## src/rtl/riscv_decode_stage_pkg.sv

```systemverilog
// Shared types for the decode stage: opcodes, funct3 encodings, ALU ops and the
// 20-bit control bundle consumed by execute.
package riscv_decode_stage_pkg;

    typedef enum logic [6:0] {
        op_load   = 7'b0000011,
        op_imm    = 7'b0010011,
        op_auipc  = 7'b0010111,
        op_store  = 7'b0100011,
        op_reg    = 7'b0110011,
        op_lui    = 7'b0110111,
        op_branch = 7'b1100011,
        op_jalr   = 7'b1100111,
        op_jal    = 7'b1101111
    } opcode_t;

    typedef enum logic [2:0] {
        br_beq  = 3'b000,
        br_bne  = 3'b001,
        br_blt  = 3'b100,
        br_bge  = 3'b101,
        br_bltu = 3'b110,
        br_bgeu = 3'b111
    } branch_f3_t;

    typedef enum logic [2:0] {
        ls_b  = 3'b000,
        ls_h  = 3'b001,
        ls_w  = 3'b010,
        ls_d  = 3'b011,
        ls_bu = 3'b100,
        ls_hu = 3'b101,
        ls_wu = 3'b110
    } lsu_f3_t;

    localparam logic [2:0] f3_add = 3'b000;
    localparam logic [2:0] f3_sr  = 3'b101;

    typedef enum logic [3:0] {
        alu_add  = 4'b0000,
        alu_sub  = 4'b0001,
        alu_sll  = 4'b0010,
        alu_slt  = 4'b0011,
        alu_sltu = 4'b0100,
        alu_xor  = 4'b0101,
        alu_srl  = 4'b0110,
        alu_sra  = 4'b0111,
        alu_or   = 4'b1000,
        alu_and  = 4'b1001,
        alu_ndef = 4'b1111
    } aluop_t;

    typedef struct packed {
        logic       branch;
        logic [2:0] branch_cond;
        logic       jump;
        logic       jalr;
        logic       mem_read;
        logic       mem_write;
        logic [2:0] mem_size;
        logic       mem_to_reg;
        logic       reg_write;
        logic       alu_src;
        logic       alu_a_pc;
        logic       lui;
        aluop_t     alu_op;
    } riscv_ctrl_v2_t;

    // alt selects sub for add and arithmetic for right shifts
    function automatic aluop_t alu_from_funct3(input logic [2:0] f3, input logic alt);
        case (f3)
            3'b000:  return alt ? alu_sub : alu_add;
            3'b001:  return alu_sll;
            3'b010:  return alu_slt;
            3'b011:  return alu_sltu;
            3'b100:  return alu_xor;
            3'b101:  return alt ? alu_sra : alu_srl;
            3'b110:  return alu_or;
            default: return alu_and;
        endcase
    endfunction

endpackage

```

## src/rtl/riscv_decode_comb.sv

```systemverilog
// Combinational RV32I/RV64I decoder: instruction word to control bundle,
// sign-extended immediate, register indices and illegal flag.
module riscv_decode_comb
    import riscv_decode_stage_pkg::*;
#(
    parameter int XLEN = 32
) (
    input  logic [31:0]     instr,
    output riscv_ctrl_v2_t  ctrl,
    output logic [XLEN-1:0] imm,
    output logic [4:0]      rs1,
    output logic [4:0]      rs2,
    output logic [4:0]      rd,
    output logic            illegal
);

    logic [6:0]         opcode;
    logic [2:0]         funct3;
    logic [6:0]         funct7;
    logic               legal;
    riscv_ctrl_v2_t     c;
    logic signed [31:0] imm32;

    assign opcode = instr[6:0];
    assign funct3 = instr[14:12];
    assign funct7 = instr[31:25];
    assign rs1    = instr[19:15];
    assign rs2    = instr[24:20];
    assign rd     = instr[11:7];

    always_comb begin
        c        = '0;
        c.alu_op = alu_add;
        legal    = 1'b1;
        imm32    = '0;
        case (opcode)
            op_reg: begin
                c.reg_write = 1'b1;
                if (funct7 == 7'b0000000)
                    c.alu_op = alu_from_funct3(funct3, 1'b0);
                else if (funct7 == 7'b0100000 && (funct3 == f3_add || funct3 == f3_sr))
                    c.alu_op = alu_from_funct3(funct3, 1'b1);
                else
                    legal = 1'b0;
            end
            op_imm: begin
                c.reg_write = 1'b1;
                c.alu_src   = 1'b1;
                c.alu_op    = alu_from_funct3(funct3, (funct3 == f3_sr) & funct7[5]);
                imm32       = {{20{instr[31]}}, instr[31:20]};
            end
            op_load: begin
                c.mem_read   = 1'b1;
                c.mem_to_reg = 1'b1;
                c.reg_write  = 1'b1;
                c.alu_src    = 1'b1;
                c.mem_size   = funct3;
                imm32        = {{20{instr[31]}}, instr[31:20]};
                case (funct3)
                    ls_b, ls_h, ls_w, ls_bu, ls_hu: legal = 1'b1;
                    ls_d, ls_wu:                    legal = (XLEN == 64);
                    default:                        legal = 1'b0;
                endcase
            end
            op_store: begin
                c.mem_write = 1'b1;
                c.alu_src   = 1'b1;
                c.mem_size  = funct3;
                imm32       = {{20{instr[31]}}, instr[31:25], instr[11:7]};
                case (funct3)
                    ls_b, ls_h, ls_w: legal = 1'b1;
                    ls_d:             legal = (XLEN == 64);
                    default:          legal = 1'b0;
                endcase
            end
            op_branch: begin
                c.branch      = 1'b1;
                c.branch_cond = funct3;
                c.alu_op      = alu_sub;
                imm32 = {{20{instr[31]}}, instr[7], instr[30:25], instr[11:8], 1'b0};
                case (funct3)
                    br_beq, br_bne, br_blt, br_bge, br_bltu, br_bgeu: legal = 1'b1;
                    default:                                         legal = 1'b0;
                endcase
            end
            op_jal: begin
                c.jump      = 1'b1;
                c.reg_write = 1'b1;
                imm32 = {{12{instr[31]}}, instr[19:12], instr[20], instr[30:21], 1'b0};
            end
            op_jalr: begin
                c.jump      = 1'b1;
                c.jalr      = 1'b1;
                c.reg_write = 1'b1;
                c.alu_src   = 1'b1;
                imm32       = {{20{instr[31]}}, instr[31:20]};
                legal       = (funct3 == 3'b000);
            end
            op_lui: begin
                c.lui       = 1'b1;
                c.alu_src   = 1'b1;
                c.reg_write = 1'b1;
                imm32       = {instr[31:12], 12'b0};
            end
            op_auipc: begin
                c.alu_a_pc  = 1'b1;
                c.alu_src   = 1'b1;
                c.reg_write = 1'b1;
                imm32       = {instr[31:12], 12'b0};
            end
            default: legal = 1'b0;
        endcase
        if (instr[1:0] != 2'b11)
            legal = 1'b0;
        // Illegal entries carry a neutral bundle so execute never acts on them
        if (!legal) begin
            c        = '0;
            c.alu_op = alu_ndef;
        end
    end

    assign ctrl    = c;
    assign illegal = !legal;
    assign imm     = XLEN'(imm32);

endmodule

```

## src/rtl/riscv_decode_stage.sv

```systemverilog
// Registered decode stage: valid/ready handshake around riscv_decode_comb with an
// optional skid entry so back-pressure never costs throughput.
module riscv_decode_stage
    import riscv_decode_stage_pkg::*;
#(
    parameter int XLEN        = 32,
    parameter int ENABLE_SKID = 1
) (
    input  logic            clk,
    input  logic            rst,
    input  logic            flush_i,
    input  logic            instr_valid_i,
    output logic            instr_ready_o,
    input  logic [31:0]     instr_i,
    input  logic [XLEN-1:0] pc_i,
    output logic            dec_valid_o,
    input  logic            dec_ready_i,
    output riscv_ctrl_v2_t  ctrl_o,
    output logic [XLEN-1:0] imm_o,
    output logic [4:0]      rs1_o,
    output logic [4:0]      rs2_o,
    output logic [4:0]      rd_o,
    output logic [XLEN-1:0] pc_o,
    output logic            illegal_o
);

    typedef struct packed {
        riscv_ctrl_v2_t  ctrl;
        logic [XLEN-1:0] imm;
        logic [4:0]      rs1;
        logic [4:0]      rs2;
        logic [4:0]      rd;
        logic [XLEN-1:0] pc;
        logic            illegal;
    } entry_t;

    riscv_ctrl_v2_t  dec_ctrl_p0;
    logic [XLEN-1:0] dec_imm_p0;
    logic [4:0]      dec_rs1_p0;
    logic [4:0]      dec_rs2_p0;
    logic [4:0]      dec_rd_p0;
    logic            dec_ill_p0;
    entry_t          ent_p0;

    entry_t out_p1;
    entry_t skid_p1;
    logic   vld_p1;
    logic   skid_vld_p1;
    logic   rdy_q;
    logic   out_free;
    logic   in_fire;

    riscv_decode_comb #(
        .XLEN(XLEN)
    ) u_decode (
        .instr   (instr_i),
        .ctrl    (dec_ctrl_p0),
        .imm     (dec_imm_p0),
        .rs1     (dec_rs1_p0),
        .rs2     (dec_rs2_p0),
        .rd      (dec_rd_p0),
        .illegal (dec_ill_p0)
    );

    always_comb begin
        ent_p0         = '0;
        ent_p0.ctrl    = dec_ctrl_p0;
        ent_p0.imm     = dec_imm_p0;
        ent_p0.rs1     = dec_rs1_p0;
        ent_p0.rs2     = dec_rs2_p0;
        ent_p0.rd      = dec_rd_p0;
        ent_p0.pc      = pc_i;
        ent_p0.illegal = dec_ill_p0;
    end

    assign out_free      = !vld_p1 | dec_ready_i;
    assign instr_ready_o = (ENABLE_SKID != 0) ? rdy_q : (out_free & !rst);
    assign in_fire       = instr_valid_i & instr_ready_o;

    // ---- stage p0 -> p1: output register plus skid entry ----
    always_ff @(posedge clk or posedge rst) begin
        if (rst) begin
            vld_p1      <= 1'b0;
            skid_vld_p1 <= 1'b0;
            rdy_q       <= 1'b0;
            out_p1      <= '0;
            skid_p1     <= '0;
        end else if (flush_i) begin
            vld_p1      <= 1'b0;
            skid_vld_p1 <= 1'b0;
            rdy_q       <= 1'b1;
        end else if (skid_vld_p1) begin
            // Ready is low while the skid is full, so no input can arrive here
            if (dec_ready_i) begin
                out_p1      <= skid_p1;
                skid_vld_p1 <= 1'b0;
                rdy_q       <= 1'b1;
            end
        end else if (out_free) begin
            vld_p1 <= in_fire;
            rdy_q  <= 1'b1;
            if (in_fire)
                out_p1 <= ent_p0;
        end else if (ENABLE_SKID != 0 && in_fire) begin
            skid_p1     <= ent_p0;
            skid_vld_p1 <= 1'b1;
            rdy_q       <= 1'b0;
        end
    end

    assign dec_valid_o = vld_p1;
    assign ctrl_o      = out_p1.ctrl;
    assign imm_o       = out_p1.imm;
    assign rs1_o       = out_p1.rs1;
    assign rs2_o       = out_p1.rs2;
    assign rd_o        = out_p1.rd;
    assign pc_o        = out_p1.pc;
    assign illegal_o   = out_p1.illegal;

endmodule

```

## config.mk

```make
export PLATFORM = sky130hd
export DESIGN_NAME = riscv_decode_stage
export DESIGN_NICKNAME = d
export VERILOG_FILES = /design/src/rtl/riscv_decode_stage_pkg.sv /design/src/rtl/riscv_decode_comb.sv /design/src/rtl/riscv_decode_stage.sv
export SDC_FILE = /design/constraint.sdc
export NUM_CORES = 1
export LEC_CHECK = 0
export ABC_AREA = 1
export BUFFER_PORTS_ARGS = -buffer_cell sky130_fd_sc_hd__clkbuf_2
export CAP_MARGIN = 15
export CORE_MARGIN = 5
export CORE_UTILIZATION = 56
export DETAILED_ROUTE_END_ITERATION = 12
export GPL_TIMING_DRIVEN = 1
export PLACE_DENSITY = 0.9
export SYNTH_ARGS = -nofsm -noshare
export SYNTH_HDL_FRONTEND = slang
export SYNTH_SLANG_ARGS = --single-unit
```

## constraint.sdc

```tcl
create_clock -name clk -period 11.4 [get_ports clk]
set_clock_uncertainty 0.2 [all_clocks]
set_input_delay 3.42 -clock clk [delete_from_list [all_inputs] [get_ports clk]]
set_output_delay 3.42 -clock clk [all_outputs]
set_load 0.03 [all_outputs]
```

**Yosys cells after proc, flatten, opt, wreduce, memory -nomap -nowiden**

Index checks and enable logic that the tools add are counted.

- Bits in registers: 203
- Logic and storage cells: 136

- Equal/unequal tests: 21
- Muxes and demuxes: 44
- Bitwise logic cells: 6
- Reductions and logical operators: 24

Operators with widths:

| kind | count |
|---|---|
| $mux 100 | 4 |
| $pmux 32 s5 | 1 |
| $pmux 4 s7 | 3 |
| $mux 1 | 29 |
| $eq 7x6->1 const B | 4 |
| $eq 7x7->1 const B | 3 |
| $mux 20 | 1 |
| $eq 7x5->1 const B | 2 |
| $eq 3x3->1 const B | 4 |
| $mux 4 | 3 |
| $pmux 4 s3 | 1 |
| $reduce_or 6->1 | 2 |
| $reduce_and 4->1 | 2 |
| $eq 7x2->1 const B | 1 |
| $logic_not 7->1 | 1 |
| $reduce_or 7->1 | 1 |
| $eq 3x2->1 const B | 2 |
| $ne 2x2->1 const B | 3 |
| $pmux 1 s6 | 1 |
| $reduce_bool 2->1 | 3 |
| $reduce_or 2->1 | 3 |
| $reduce_or 3->1 | 2 |
| $reduce_or 5->1 | 1 |
| $reduce_and 2->1 | 2 |
| 12 further kinds | 16 |

**Logic depth before layout (Yosys ltp)**

Gate-level depths: netlist of run 1.

- Depth in word-level cells: 11
- Depth in mapped cells: 13
- Mapped depth without buffers: 12

**Modules after synthesis**

From an unflattened synthesis of run 1, not the netlist that was laid out.

- Cells, all modules: 1436
- Area, all modules: 10582.6 um^2

By module, submodules not included:

| module | times used | cells each | area each (um^2) | sequential area each (um^2) |
|---|---|---|---|---|
| riscv_decode_stage | 1 | 1212 | 9372.7 | 5079.9 |
| riscv_decode_comb | 1 | 224 | 1209.9 | 0.0 |

**Least setup slack after synthesis of run 1**

OpenSTA, ideal clock, no wires.

- Kind: input to register
- Start point: input instr_i[12]
- End point: register out_p1, in the netlist ctrl_o[1]
- Setup time: 120 ps
- Data arrival time: 4488 ps
- Data required time: 11080 ps
- Path slack: 6592 ps
- Stages on the path: 11
- Buffers on the path: 2
- Cell sequence: buf_2 nor2_1 nand2_1 nand3b_1 nand2_2 nor2_4 nand2_4 buf_6 nand2_1 o21ai_1 nand2_1

- Word-level cells in the longest chain between the ends: 11
- Elaborated cells between the ends (all ways): 30
- Classes of those cells: eq/ne (7); mux (17); reduce/logical (6)

Ends and longest elaborated chain:

| element | line | RTL |
|---|---|---|
| start: declaration | riscv_decode_stage.sv:14 | `input logic [31:0] instr_i,` |
| $eq 3x3->1 / $logic_not 3->1 (equally long branches) | - |  |
| $logic_or 1x1->1 | riscv_decode_comb.sv:41 | `else if (funct7 == 7'b0100000 && (funct3 == f3_add \|\| funct3 == f3_sr))` |
| $logic_and 1x1->1 | riscv_decode_comb.sv:41 |  |
| $mux 1 | riscv_decode_comb.sv:41 |  |
| $mux 1 | riscv_decode_comb.sv:39 | `if (funct7 == 7'b0000000)` |
| $pmux 1 s6 | riscv_decode_comb.sv:36 | `case (opcode)` |
| $mux 1 | riscv_decode_comb.sv:113 | `if (instr[1:0] != 2'b11)` |
| $mux 20 (*) | riscv_decode_comb.sv:116 | `if (!legal) begin` |
| $mux 100 (*) | riscv_decode_stage.sv:102 | `if (in_fire)` |
| $mux 100 (*) | riscv_decode_stage.sv:99 | `end else if (out_free) begin` |
| $mux 100 (*) | riscv_decode_stage.sv:92 | `end else if (skid_vld_p1) begin` |
| end signal: assignment | riscv_decode_stage.sv:95 | `out_p1 <= skid_p1;` |
| end signal: assignment | riscv_decode_stage.sv:103 | `out_p1 <= ent_p0;` |
| end: declaration | riscv_decode_stage.sv:45 | `entry_t out_p1;` |

Every way passes the cells marked *; elsewhere a longest branch is shown, timed or not. The select of a mux whose other input is x is not followed.
A chain may end at the register's enable or synchronous reset.

**Worst setup path in the final report of run 1**

- Start point: input instr_valid_i
- End point: register out_p1, in the netlist rs1_o[4]

- Word-level cells in the longest chain between the ends: 3

Ends and longest elaborated chain:

| element | line | RTL |
|---|---|---|
| start: declaration | riscv_decode_stage.sv:12 | `input logic instr_valid_i,` |
| $and 1x1->1 | riscv_decode_stage.sv:78 | `assign in_fire = instr_valid_i & instr_ready_o;` |
| $reduce_bool 2->1 (no source line) | - |  |
| $reduce_and 4->1 (no source line) | - |  |

Every way passes these cells.

==> impl_metrics.ini, run 1 <==
[run_status]
status = finished clean

[sta]
slew_violations = 0
post-route-min-period_ns = 5.354
max_slew_margin_pct = 30.27
hold_viol_final = 0
worst_pin_slew_ns = 1.046
period_share_pct = 46.97
fmax_ghz = 0.1868
setup_viol = 0
fin_setup_tns_ns = 0
layout_setup_ws_ns = 6.046
grt_setup_unrepaired = no

[clock_network]
h-tree-depth = 1
hold_buffers = 0
cts_tree = built
clk_path_buf_depth = 3
cts_resized = 0
clk_pin_slew_ns = 0.06
root_buffer = clkbuf_16
clk_latency_ns = 0.50
cts_buffers = 21
post_cts_buffers = 0
cts_sinks = 201

[placement]
port-buffer-count = 170
hpwl_um = 15180
dp.cells = 1445
dp_slack_ns = 5.586
gp_congestion = 0.9236

[floorplan]
initial_core_util_pct = 57.38
core_um2 = 15940
dieArea_um2 = 18990
ios = 171
std_cell_rows = 46
fp.dieH_um = 137.8
die_w_um = 137.8

[yosys]
netlist_area_um2 = 9148
synthCells = 1125
yosysSeqAreaShare_pct = 54.99
synth_commonest_cells = nand2_1, dfrtp_1, nor2_1
ys_async_sr_fraction_pct = 100.0
synth_ff_type = dfrtp_1
synth_nets = 1194
yosys-top-cells-area = dfrtp_1, nand2_1, nor2_1
yosys_warnings = 0
netlist.top_cell.by_area = dfrtp_1
synth.distinct_cells = 33
synth-seq-cells = 201
synthMostInstantiatedCell = nand2_1
synth_enable_flop_cells = 0
yosys.area.top_type_share_pct = 54.99
syn_avg_cell_area_um2 = 8.131

[hold_path]
hold_path.class = reg -> reg

[setup_path]
reg2reg_slack_ns = 8.40
critPathKind = in -> reg
crit_arrival_ns = 5.56
critPathLaunchType = primary input
crit_required_ns = 11.61
cp_max_fo = 74
crit_path_end_kind = register

[final_layout]
finalNetCount = 1321
layout.cells.non_filler = 1481
drive_above_1_share_pct = 19.84
area_delta_synth_final_pct = 16.80
antennaDiodeCount = 0
post-route-util_pct = 67.01

[global_route]
gr-total-overflow = 0
grt_max_degree = 129
grt_pass1_wl_um = 38140
grtUsageTotal_pct = 24.87
antenna_found_initial = 0
first_global_vias = 7721

[power_and_ir_drop]
vdd_drop_max_v = 0.0001189
p_per_area_nw_per_um2 = 187.5
leakage_nw = 5.481

[routing]
wl_per_cell_um = 16.21
drc_errors = 0
ant_nets = 0
drt-initial-drc-count = 679
drt-total-wl_um = 24010
vias_per_cell = 5.516
num_vias = 8169
drt_first_pass_iters = 5

[flow_run]
cap_violations = 0
[worst max-delay path: stages]
cell and delay, ns:
clkbuf_2 0.09, nand2_1 0.05, nor2_1 0.25, a21oi_1 0.09
inv_1 0.10, nand2_2 0.09, inv_4 0.36, buf_4 0.70
nor2_1 0.15, a31oi_1 0.20
[stage by stage]
stage	hold WS (ns)	power, mW	instance area (µm²)
6_report	0.2779	2.003	10680
5_1_grt	0.2941	2.094	10680
3_3_place_gp	0.2584	1.309	10000
4_1_cts	0.2809	2.012	10680
3_5_place_dp	0.2645	1.327	10000
2_1_floorplan	0.2441	1.195	9148
[final timing paths]
| path | cells after the start | endpoint | from |
|---|---|---|---|
| setup / recovery | 10 | rs1_o[4] | instr_valid_i |
| max in group asynchronous | 3 | skid_vld_p1 | rst |
| setup reg to reg | 8 | rs1_o[4] | skid_vld_p1 |
| min in group asynchronous | 2 | imm_o[16] | rst |
| hold / removal | 2 | imm_o[16] | imm_o[16] |
| hold reg to reg | 2 | imm_o[16] | imm_o[16] |
[power by group]
| part | internal (mW) | switching (mW) | total [mW] |
|---|---|---|---|
| Sequential | 0.841 | 0.0694 | 0.911 |
| Combinational | 0.121 | 0.286 | 0.408 |
| Clock | 0.407 | 0.278 | 0.685 |
[cell type report]
type                    count  area (µm²)
clock buffers              33       640.6
clock inverters             3       43.79
fillers                  1259        5259
inverters                  54       212.7
multi-input cells         797        3580
flip-flops and latches    201        5034
well taps                 216       270.3
repair buffers            177       903.4
[per-layer routing]
metal  track usage (%)  wire length (µm)  up-vias
met2             39.72             11320      333
met5                 0                 0        -
met4             7.409               497        0
met3             4.456              2012       41
met1             35.03             10180     3896
li1                  -                 -     3899
[layout by cell type (no fill, tap or decap), types with 2 or more instances in the layout]
| cell | n |
|---|---|
| nand2_1 | 394 |
| dfrtp_1 | 200 |
| clkbuf_2 | 170 |
| nor2_1 | 105 |
| o21ai_0 | 78 |
| a21oi_1 | 62 |
| a31oi_1 | 54 |
| inv_1 | 40 |
| nand3_1 | 28 |
| clkbuf_16 | 21 |
| o21ai_1 | 14 |
| inv_2 | 12 |
| nand4_1 | 10 |
| nand2_2 | 9 |
| o21a_1 | 8 |
| clkbuf_8 | 7 |
| buf_4 | 7 |
| nor3_1 | 5 |
| nor2_2 | 5 |
| nand3_2 | 5 |
| clkbuf_1 | 5 |
| a22oi_1 | 4 |
| nor2_4 | 3 |
| nand2_4 | 2 |
| o21ai_2 | 2 |
| o211ai_1 | 2 |
[sequential cells by signal (all words and copies together) (netlist names)]
name / flops
skid_p1: 99
imm_o: 32
pc_o: 32
ctrl_o: 19
rd_o: 5
rs1_o: 5
rs2_o: 5
dec_valid_o: 1
illegal_o: 1
instr_ready_o: 1
skid_vld_p1: 1
[cell families after synthesis]
logic type,share of synthesized area [%]
simple gates,25.24
flops,54.99
compound gates,13.79
buf+inv,5.991
No activity file was read; power rests on OpenSTA's default activity.
==> run 2: changes to the inputs <==
clock period = 5.2 ns   (was 11.4 ns; I/O delays follow)
==> run 2 against run 1 <==
Final cell count grew 0.34%. Worst hold slack worse by 0.0018 ns. Sequential power up 120%. Combinational power rose by 120%. Flip-flop and latch count did not move. First-iteration DRC count rose by 5.2%. Critical path type unchanged. Count of clock-buffer cells in the layout unchanged. Via count up 1.6%. Register-to-register slack worse by 6.0 ns.
==> impl_metrics.ini, run 2 (same netlist as run 1, synthesis figures left out) <==
[floorplan]
std_cell_rows = 46
core_um2 = 15940
die_w_um = 137.8
fp.dieH_um = 137.8
initial_core_util_pct = 57.38
ios = 171
dieArea_um2 = 18990

[power_and_ir_drop]
leakage_nw = 5.493
vdd_drop_max_v = 0.0002613
p_per_area_nw_per_um2 = 405.5
totalPowerFinal_mw = 4.343

[placement]
hpwl_um = 15450
gp_congestion = 0.9235
place_area_um2 = 10040
port-buffer-count = 170
dp_slack_ns = 1.393

[setup_path]
crit_arrival_ns = 3.59
critPathSlowestCell = inv_4
critPathKind = in -> reg
max_stage_delay_ns = 0.67
crit_path_end_kind = register
crit_required_ns = 5.41
path_cells = clkbuf_2, nand2_1, nor2_1, a21oi_1, inv_1, nand2_2, inv_4, buf_4, nor2_1, a31oi_1
crit_top_cell = nor2_1
critPathLaunchType = primary input
cp_max_fo = 102

[routing]
wl_per_cell_um = 16.10
ant_nets = 0
vias_per_cell = 5.584
drt-total-wl_um = 23920
drc_errors = 0
drt-initial-drc-count = 714
drt_first_pass_iters = 7
num_vias = 8298

[sta]
layout_setup_ws_ns = 1.819
period_share_pct = 65.02
slew_violations = 0
setup_viol = 0
grt_setup_unrepaired = no
post-route-min-period_ns = 3.381
max_slew_margin_pct = 29.70
fmax_ghz = 0.2958
hold_viol_final = 0
worst_pin_slew_ns = 1.054
fin_setup_tns_ns = 0

[global_route]
grt_pass1_wl_um = 38820
gr-total-overflow = 0
grtUsageTotal_pct = 24.95
grt_max_degree = 103
first_global_vias = 7913
antenna_found_initial = 0

[clock_network]
clk_pin_slew_ns = 0.06
hold_buffers = 0
post_cts_buffers = 0
cts_tree = built
h-tree-depth = 1
clk_latency_ns = 0.49
clk_path_buf_depth = 3
cts_buffers = 22
cts_sinks = 201
cts_resized = 0
root_buffer = clkbuf_16

[final_layout]
final_common_cell = nand2_1
antennaDiodeCount = 0
fill_cells = 1251
drive_above_1_share_pct = 20.00
top_register = skid_p1
final_cell_mix = nand2_1, dfrtp_1, clkbuf_2, nor2_1, o21ai_0
finalNetCount = 1325
largest_reg_flops = 99
final_cell_area_um2 = 10710
area_delta_synth_final_pct = 17.10
post-route-util_pct = 67.19

[hold_path]
hold_path.class = reg -> reg

[flow_run]
cap_violations = 0

[run_status]
status = finished clean
[run 2: changes by cell type in the layout (fill, tap and decap cells not counted), sizes merged]
cell / delta
clkinv: +4
bufinv: -1
buf: +3
inv: -2
clkinvlp: +1
[run 2: routing by layer]
metal | global-route usage (%) | up-vias | wire length (µm)
met1 | 35.92 | 3955 | 10300
met3 | 4.273 | 57 | 2042
met5 | 0 | - | 0
li1 | - | 3917 | -
met4 | 8.068 | 0 | 634
met2 | 38.83 | 369 | 10940
[run 2: metrics by stage]
step	instances	hold slack [ns]
final	1486	0.2761
after global routing	1486	0.2947
after CTS	1486	0.2806
after detailed placement	1448	0.2644
after global placement	1448	0.2572
after floorplan	1125	0.2441
[run 2: critical path, delay by kind of cell]
kind,cells,cell delay (ns)
buf+inv,4,1.19
compound gates,2,0.26
simple gates,4,0.43
[run 2: final timing paths]
check,start,endpoint,slack [ns],depth (start not counted)
hold / removal,skid_p1[3],skid_p1[3],0.28,2
max in group asynchronous,rst,imm_o[21],2.74,3
setup reg to reg,skid_vld_p1,rs2_o[1],2.37,8
hold reg to reg,skid_p1[3],skid_p1[3],0.28,2
min in group asynchronous,rst,skid_p1[44],0.99,2
setup / recovery,instr_valid_i,rs2_o[1],1.82,10
[run 2: power breakdown]
group | leakage (nW) | switching [mW] | internal (mW)
registers | 2.49 | 0.154 | 1.84
clock network | 0.333 | 0.599 | 0.850
logic | 2.67 | 0.625 | 0.270
[run 2: cell type report]
type / count / area (µm²) / area share, %
flip-flops and latches: 201 / 5034 / 46.99
repair buffers: 180 / 950.9 / 8.877
clock inverters: 5 / 25.02 / 0.2336
multi-input cells: 797 / 3580 / 33.42
inverters: 54 / 209.0 / 1.951
well taps: 216 / 270.3 / 2.523
clock buffers: 33 / 643.1 / 6.004
==> run 3: changes to the inputs <==
ABC_AREA = 0   (was 1)
CORE_UTILIZATION = 50   (was 56)
PLACE_DENSITY = 0.86   (was 0.9)
clock period = 2.77 ns   (was 5.2 ns; I/O delays follow)
==> run 3 against run 2 <==
Highest routed layer unchanged. Die area up 9.2%. Setup slack worse by 1.5 ns. Register-to-register slack worse by 1.7 ns.
==> impl_metrics.ini, run 3 <==
[yosys]
synth_ff_type = dfrtp_1
yosys.area.top_type_share_pct = 56.00
synthCells = 978
synth_enable_flop_cells = 0
yosys_warnings = 0
yosys-top-cells-area = dfrtp_1, nand2_1, o21ai_0
yosysSeqAreaShare_pct = 56.00
synthMostInstantiatedCell = nand2_1
ys_async_sr_fraction_pct = 100.0
synth_nets = 1047
netlist.top_cell.by_area = dfrtp_1
syn_avg_cell_area_um2 = 9.184
netlist_area_um2 = 8982
synth_commonest_cells = nand2_1, dfrtp_1, o21ai_0
synth.distinct_cells = 54
synth-seq-cells = 201

[global_route]
grt_max_degree = 106
grt_pass1_wl_um = 37880
grtUsageTotal_pct = 22.39
first_global_vias = 7563
gr-total-overflow = 0
antenna_found_initial = 0

[floorplan]
fp.dieH_um = 144.0
initial_core_util_pct = 50.35
dieArea_um2 = 20740
std_cell_rows = 49
core_um2 = 17840
ios = 171
die_w_um = 144.0

[setup_path]
timing.rr.start = skid_vld_p1
critPathSlowestCell = a2111oi_0
cp_max_fo = 6
path_cells = clkbuf_2, or2_2, a2111oi_0, a211oi_2, nand2_2, o211ai_2, a221o_1
crit_path_end_kind = register
critical-path-top-delay-family = compound AO/OA/AOI/OAI gates
crit_arrival_ns = 2.58
critPathLaunch = instr_i[14]
crit_required_ns = 2.95
critPathLaunchType = primary input
max_stage_delay_ns = 0.59
path_buf_inv = 1
critPathKind = in -> reg

[power_and_ir_drop]
intPower_mw = 5.489
p_sw_share_pct = 30.24
clockPowerShare_pct = 35.9
vdd_drop_max_v = 0.0006182
pwr-share-comb_pct = 18.3
p_sw_mw = 2.379
totalPowerFinal_mw = 7.868
leakage_nw = 5.164
pwr-share-seq_pct = 45.8
p_per_area_nw_per_um2 = 716.6

[clock_network]
clk_path_buf_depth = 3
cts_tree = built
root_buffer = clkbuf_16
cts_resized = 0
post_cts_buffers = 0
clk_latency_ns = 0.49
hold_buffers = 0
cts_buffers = 22
cts_sinks = 201
clk_pin_slew_ns = 0.06
h-tree-depth = 1

[flow_run]
cap_violations = 0

[sta]
grt_setup_unrepaired = no
max_slew_margin_pct = 60.12
layout_setup_ws_ns = 0.3650
hold_viol_final = 0
slew_violations = 0
setup_viol = 0
fmax_ghz = 0.4158
period_share_pct = 86.82
worst_pin_slew_ns = 0.5832
fin_setup_tns_ns = 0
post-route-min-period_ns = 2.405

[placement]
gp_congestion = 0.8795
dp_slack_ns = -0.1266
port-buffer-count = 170
hpwl_um = 15790

[final_layout]
largest_reg_flops = 99
top_register = skid_p1
finalNetCount = 1211
area_delta_synth_final_pct = 22.25
final_common_cell = nand2_1
drive_above_1_share_pct = 23.03
final_cell_mix = nand2_1, dfrtp_1, clkbuf_2, o21ai_0, mux2i_1
antennaDiodeCount = 0

[routing]
ant_nets = 0
drt-total-wl_um = 23500
drc_errors = 0
vias_per_cell = 5.526
num_vias = 7648
drt-initial-drc-count = 551
wl_per_cell_um = 16.98
drt_first_pass_iters = 8

[hold_path]
hold_path.class = reg -> reg
hold_start = skid_p1[99]

[run_status]
status = finished clean
-- run 3: cell count changes after synthesis, moves of 15 or more --
cell      previous run  this run
a21oi_1             62        47
inv_1               41         2
buf_2               30         5
mux2i_1              0        48
a31oi_1             54         6
nor2_1             105        40
nand3_1             28         4
clkbuf_1            31        54
nand2_1            396       301
o21ai_0             78       139
-- run 3: area by class of cell --
class	instances	area, µm²
clock buffer	32	669.4
clock inverter	5	33.78
fill	1459	6860
inverter	3	15.01
multi-input combinational	703	3671
sequential	201	5034
tap	229	286.5
timing repair buffer	211	1271
-- run 3: through the flow --
| stage | instances | hold WS, ns | instance area [µm²] | utilization (%) |
|---|---|---|---|---|
| detailed placement | 1347 | 0.2621 | 10280 | 57.61 |
| floorplan | 978 | 0.2418 | 8986 | - |
| global route | 1384 | 0.2912 | 10980 | 61.55 |
| CTS | 1384 | 0.2760 | 10980 | 61.55 |
| global placement | 1347 | 0.2557 | 10280 | 57.61 |
| finish | 1384 | 0.2724 | 10980 | 61.55 |
-- run 3: cells by family after synthesis --
group	share of synthesized area, %
DFF	56.00
muxes	5.474
buffers and inverters	3.454
xor gates and xnor gates	0.2926
AOI/OAI and AO/OA	16.24
and+or+nand+nor	18.54
-- run 3: final timing paths --
check	end	slack (ns)	depth (start not counted)
setup / recovery	ctrl_o[0]	0.36	7
max in group asynchronous	pc_o[6]	1.66	3
setup reg to reg	imm_o[16]	0.63	6
hold reg to reg	skid_p1[99]	0.27	2
min in group asynchronous	imm_o[8]	0.28	3
hold / removal	skid_p1[99]	0.27	2
-- run 3: layer usage --
metal	up-vias	wire length, µm	global-route usage, %
met2	271	11280	36.77
met5	-	0	0
met3	49	1505	4.034
li1	3657	-	-
met1	3671	10110	30.91
met4	0	602	6.095
-- run 3: worst reg2reg max path, cell delays in order, from the launching register on --
cell and delay, ns:
dfrtp_4 0.50, nor2_1 0.15, nor2_1 0.08, or3_4 0.54
or3_1 0.38, o21ai_0 0.10, a21oi_1 0.07
-- run 3: power groups by stage --
stage	Combinational [mW]	Clock, mW	Sequential, mW
floorplan	0.552	0	4.01
global placement	1.41	0	3.63
detailed placement	1.45	0	3.65
CTS	1.46	2.87	3.60
global route	1.59	3.01	3.65
finish	1.44	2.82	3.61
